===== src/rtl/dual_pe_mem_pkg.sv =====
// Shared types and default widths for the dual-PE shared data-memory arbiter.
package dual_pe_mem_pkg;

  localparam int unsigned ADDR_W_DEF = 32;
  localparam int unsigned DATA_W_DEF = 32;

  typedef enum logic {
    PE1 = 1'b0,
    PE2 = 1'b1
  } pe_id_t;

  typedef enum logic [1:0] {
    RESP_IDLE = 2'd0,
    RESP_PE1  = 2'd1,
    RESP_PE2  = 2'd2
  } resp_state_t;

endpackage


===== src/rtl/rr_arbiter_2.sv =====
// Two-way round-robin arbiter: req[0]/gnt[0] is PE1, req[1]/gnt[1] is PE2.
module rr_arbiter_2
  import dual_pe_mem_pkg::*;
(
  input  logic       clk,
  input  logic       rst,
  input  logic [1:0] req,
  output logic [1:0] gnt
);

  pe_id_t prio_q;

  always_comb begin
    gnt = req;
    if (req == 2'b11) begin
      gnt = (prio_q == PE1) ? 2'b01 : 2'b10;
    end
  end

  // Priority moves to the losing side after every grant; idle cycles leave it alone.
  always_ff @(posedge clk) begin
    if (rst) begin
      prio_q <= PE1;
    end else if (gnt[0]) begin
      prio_q <= PE2;
    end else if (gnt[1]) begin
      prio_q <= PE1;
    end
  end

endmodule


===== src/rtl/dual_pe_mem_arbiter.sv =====
// Merges PE1/PE2 load/store requests onto one single-port data memory with
// round-robin arbitration, routed read responses and saturating stall counters.
module dual_pe_mem_arbiter
  import dual_pe_mem_pkg::*;
#(
  parameter int unsigned ADDR_W = ADDR_W_DEF,
  parameter int unsigned DATA_W = DATA_W_DEF,
  parameter int unsigned CNT_W  = 16
) (
  input  logic              clk,
  input  logic              rst,
  input  logic              pe1_req,
  input  logic              pe1_we,
  input  logic [ADDR_W-1:0] pe1_addr,
  input  logic [DATA_W-1:0] pe1_wdata,
  output logic              pe1_ready,
  output logic              pe1_rvalid,
  output logic [DATA_W-1:0] pe1_rdata,
  input  logic              pe2_req,
  input  logic              pe2_we,
  input  logic [ADDR_W-1:0] pe2_addr,
  input  logic [DATA_W-1:0] pe2_wdata,
  output logic              pe2_ready,
  output logic              pe2_rvalid,
  output logic [DATA_W-1:0] pe2_rdata,
  output logic              mem_en,
  output logic              mem_we,
  output logic [ADDR_W-1:0] mem_addr,
  output logic [DATA_W-1:0] mem_wdata,
  input  logic [DATA_W-1:0] mem_rdata,
  output logic [CNT_W-1:0]  pe1_stall_cnt,
  output logic [CNT_W-1:0]  pe2_stall_cnt
);

  logic [1:0]  req_v;
  logic [1:0]  gnt;
  resp_state_t resp_q, resp_d;

  // Masking requests during reset keeps every grant-derived output low.
  assign req_v = rst ? 2'b00 : {pe2_req, pe1_req};

  rr_arbiter_2 u_arb (
    .clk (clk),
    .rst (rst),
    .req (req_v),
    .gnt (gnt)
  );

  assign pe1_ready = gnt[0];
  assign pe2_ready = gnt[1];

  always_comb begin
    mem_en    = 1'b0;
    mem_we    = 1'b0;
    mem_addr  = '0;
    mem_wdata = '0;
    if (gnt[0]) begin
      mem_en    = 1'b1;
      mem_we    = pe1_we;
      mem_addr  = pe1_addr;
      mem_wdata = pe1_wdata;
    end else if (gnt[1]) begin
      mem_en    = 1'b1;
      mem_we    = pe2_we;
      mem_addr  = pe2_addr;
      mem_wdata = pe2_wdata;
    end
  end

  always_ff @(posedge clk) begin
    if (rst) begin
      resp_q <= RESP_IDLE;
    end else begin
      resp_q <= resp_d;
    end
  end

  always_comb begin
    resp_d = RESP_IDLE;
    if (gnt[0] && !pe1_we) begin
      resp_d = RESP_PE1;
    end else if (gnt[1] && !pe2_we) begin
      resp_d = RESP_PE2;
    end
    pe1_rvalid = 1'b0;
    pe2_rvalid = 1'b0;
    pe1_rdata  = '0;
    pe2_rdata  = '0;
    if (!rst) begin
      case (resp_q)
        RESP_PE1: begin
          pe1_rvalid = 1'b1;
          pe1_rdata  = mem_rdata;
        end
        RESP_PE2: begin
          pe2_rvalid = 1'b1;
          pe2_rdata  = mem_rdata;
        end
        default: ;
      endcase
    end
  end

  always_ff @(posedge clk) begin
    if (rst) begin
      pe1_stall_cnt <= '0;
      pe2_stall_cnt <= '0;
    end else begin
      if (pe1_req && !gnt[0] && (pe1_stall_cnt != '1)) begin
        pe1_stall_cnt <= pe1_stall_cnt + 1'b1;
      end
      if (pe2_req && !gnt[1] && (pe2_stall_cnt != '1)) begin
        pe2_stall_cnt <= pe2_stall_cnt + 1'b1;
      end
    end
  end

endmodule


===== config.mk =====
export PLATFORM = sky130hd
export DESIGN_NAME = dual_pe_mem_arbiter
export DESIGN_NICKNAME = d
export VERILOG_FILES = /design/src/rtl/dual_pe_mem_pkg.sv /design/src/rtl/rr_arbiter_2.sv /design/src/rtl/dual_pe_mem_arbiter.sv
export SDC_FILE = /design/constraint.sdc
export NUM_CORES = 1
export LEC_CHECK = 0
export ABC_CLOCK_PERIOD_IN_PS = 4400
export CORE_AREA = 2 2 130 132
export DETAILED_ROUTE_END_ITERATION = 12
export DIE_AREA = 0 0 132 134
export DONT_BUFFER_PORTS = 1
export GPL_ROUTABILITY_DRIVEN = 0
export SLEW_MARGIN = 20
export SYNTH_ARGS = -nofsm -noshare
export SYNTH_HDL_FRONTEND = slang
export SYNTH_SLANG_ARGS = --single-unit

===== constraint.sdc =====
create_clock -name clk -period 4.4 [get_ports clk]
set_input_delay 0.44 -clock clk [delete_from_list [all_inputs] [get_ports clk]]
set_output_delay 0.44 -clock clk [all_outputs]
set_load 0.02 [all_outputs]

==> flow_summary.yaml <==
place:
  placement.setup.worst_slack_ns: 1.800
  dpl.cell_count: 558
  i_o_buffers: 0
  post-dp-hpwl_um: 13350
routing:
  via_per_inst: 5.457
  first_pass_iters: 5
  ant_nets: 0
  detailroute.via_count: 3127
  wl_per_cell_um: 27.20
  post-route-drc-count: 0
  drt_iter0_drc: 259
  totalWireLength_um: 15590
floorplanning:
  fp.dieH_um: 134
  row_count: 47
  top_level_ports: 332
  dieArea_um2: 17690
  initial_utilization_pct: 18.05
  die_w_um: 132
  core_region_area_um2: 16290
timing:
  tightest_slew_ns: 0.9821
  min_period_over_period_pct: 63.03
  worst_slew_margin_rel_pct: 34.08
  drv_slew: 0
  fin_setup_tns_ns: 0
  timing.final.ws_setup_ns: 1.627
  grt_setup_unrepaired: "no"
  final.setup_skew_ns: 0.002710
  setup_violations: 0
  fmax_mhz: 360.6
  finalHoldViolCount: 0
  timing.final.crit_period_ns: 2.773
job:
  max_cap_viol_count: 0
worst_setup_path:
  crit_path_end_kind: "primary output"
  worst_setup_path_class: "flip-flop to primary output"
  critical_path_arrival_ns: 2.33
  crit_path_max_fanout: 41
  critPathRequiredTime_ns: 3.96
  setup.worst_path.start_class: "flip-flop"
cells_and_area:
  final_nets: 514
  syn2layout_area_growth_pct: 12.60
  drive_gt1_share_pct: 7.205
  post_layout_nonfiller_instances: 573
  fill_cells: 1820
  fin_util_pct: 20.32
synthesis:
  leading_cell_types_by_count_after_synthesis: "65 x sky130_fd_sc_hd__a22o_1, 64 x sky130_fd_sc_hd__and2_1, 35 x sky130_fd_sc_hd__dfxtp_1, 25 x sky130_fd_sc_hd__a21oi_1, 16 x sky130_fd_sc_hd__or4_1"
  netlist_top_cells_area: "sky130_fd_sc_hd__dfxtp_1 24%, sky130_fd_sc_hd__a22o_1 19%, sky130_fd_sc_hd__and2_1 14%, sky130_fd_sc_hd__a21oi_1 4.3%, sky130_fd_sc_hd__or4_1 4.1%"
  ys_seq_elements: 35
  synth.cell_area_um2: 2940
  netlist_instances: 364
  count_of_flip_flops_with_a_built_in_enable_after_synthesis: 0
  syn-mean-instance-area_um2: 8.078
  synth_cell_type_count: 48
  synth_nets: 532
  synth_largest_area_cell: "sky130_fd_sc_hd__dfxtp_1"
  yosysWarnings: 0
  synthArstFlopShare_pct: 0
  synth_top_cell_area_share_pct: 23.83
  yosysSeqAreaShare_pct: 23.83
  synth_ff_type: "sky130_fd_sc_hd__dfxtp_1"
  top_count_cell_post_synth: "sky130_fd_sc_hd__a22o_1"
power_and_ir_drop:
  total_leakage_power_nw: 1.122
  power.density_nw_per_um2: 260.7
  post-layout-total-power_mw: 0.8631
  irDropWorstVdd_v: 0.0001452
clocking:
  clkTransAtPathRegs_ns: 0.05
  cts-resized-gates: 0
  tritoncts.num_buffers: 5
  tritoncts: "built"
  clock_latency_ns: 0.27
  tritoncts_num_sinks: 35
  hold_buf_count_cts: 0
  ctsLongestPathBuffers: 2
  cts-root-buf: "sky130_fd_sc_hd__clkbuf_16"
  post-cts-setup-buffers: 0
  ctsHtreeMaxLevel: 2
min_path:
  worstHoldPathType: "primary input to flip-flop"
global_routing:
  antenna_found_initial: 21
  global_route.overflow_total: 0
  grt_pass1_vias: 2698
  wire_length_of_the_first_global_routing_pass_um: 20220
  maximum_number_of_pins_on_one_net_before_global_route_repair: 68
  grt.total_usage_pct: 16.18
status:
  status: "complete, no violations"
==> flip-flops by register name, indices dropped and copies added (netlist names) <==
| signal | flops |
|---|---|
| pe2_stall_cnt | 16 |
| pe1_stall_cnt | 16 |
| resp_q | 2 |
| u_arb.prio_q | 1 |
==> per-layer routing <==
| metal | GRT usage (%) | part of all wire, % |
|---|---|---|
| met3 | 15.23 | 20 |
| met1 | 18.10 | 37 |
| met4 | 3.261 | 1.8 |
| met5 | 0 | 1.1 |
| met2 | 22.37 | 40 |
==> cells in the final DEF, fill, tap and decap left out, types with 2 or more instances in the layout <==
cell type                   Yosys  layout
sky130_fd_sc_hd__a22o_1        65      65
sky130_fd_sc_hd__and2_1        64      64
sky130_fd_sc_hd__dfxtp_1       35      35
sky130_fd_sc_hd__a21oi_1       25      25
sky130_fd_sc_hd__or4_1         16      16
sky130_fd_sc_hd__o31ai_1       14      14
sky130_fd_sc_hd__nand2_1       13      13
sky130_fd_sc_hd__nand4_1       10      10
sky130_fd_sc_hd__nor2_1        10       9
sky130_fd_sc_hd__and3_1         7       7
sky130_fd_sc_hd__o21ai_0        7       7
sky130_fd_sc_hd__diode_2        0       6
sky130_fd_sc_hd__nand3_1        6       6
sky130_fd_sc_hd__inv_1          5       5
sky130_fd_sc_hd__nor2b_1        5       5
sky130_fd_sc_hd__clkbuf_16      0       5
sky130_fd_sc_hd__nor3_1         4       4
sky130_fd_sc_hd__and4_1         4       4
sky130_fd_sc_hd__o41ai_1        4       4
sky130_fd_sc_hd__mux2_1         4       4
sky130_fd_sc_hd__or3_1          4       4
sky130_fd_sc_hd__buf_4          2       4
sky130_fd_sc_hd__o21a_1         3       3
sky130_fd_sc_hd__nor4_1         3       3
sky130_fd_sc_hd__nor3b_2        1       2
sky130_fd_sc_hd__nand4_2        2       2
sky130_fd_sc_hd__nor4_4         2       2
sky130_fd_sc_hd__ha_1           2       2
sky130_fd_sc_hd__clkbuf_8       0       2
==> final cells by class <==
class,count,area (um^2),share of cell area [%]
sequential,35,700.7,21.16
antenna,6,15.01,0.4535
inverter,5,18.77,0.5669
multi-input combinational,294,2103,63.53
tap,220,275.3,8.314
timing repair buffer,5,41.29,1.247
clock buffer,8,156.4,4.724
==> critical path, stage by stage, from the launching register on <==
cell                      delay [ns]
sky130_fd_sc_hd__dfxtp_1        0.31
sky130_fd_sc_hd__a21o_1         0.24
sky130_fd_sc_hd__nor2_4         0.68
sky130_fd_sc_hd__buf_4          0.44
sky130_fd_sc_hd__a22o_1         0.34
==> logic make-up (layout without fill, tap and decap cells) <==
group                    count (synthesis)  in the layout  share of synthesized area (%)
AND/OR/NAND/NOR                        162            162                          35.62
AO/OA/AOI/OAI                          126            126                          32.72
flip-flops                              35             35                          23.83
buffers and inverters                   35             18                          5.447
multiplexers                             4              4                          1.532
adder cells (fa/ha/maj)                  2              2                         0.8509
other                                    0              6                              0
==> power breakdown <==
part	internal [mW]	switching (mW)
Clock	0.241	0.125
Combinational	0.0458	0.122
Sequential	0.321	0.00791
==> worst paths after layout <==
check	startpoint	endpoint	slack (ns)	depth (start not counted)
setup / recovery	u_arb.prio_q	mem_addr[24]	1.63	4
hold / removal	pe2_we	resp_q[1]	0.23	1
setup reg to reg	pe2_stall_cnt[1]	pe2_stall_cnt[14]	2.20	6
hold reg to reg	u_arb.prio_q	u_arb.prio_q	0.48	2
==> through the flow <==
step	instance area [um^2]	hold WS, ns
after floorplan	2940	0.4529
after global placement	3128	0.4634
after detailed placement	3128	0.4785
after CTS	3284	0.2264
after global routing	3303	0.2249
final	3311	0.2307
No activity file was read; power rests on OpenSTA's default activity.
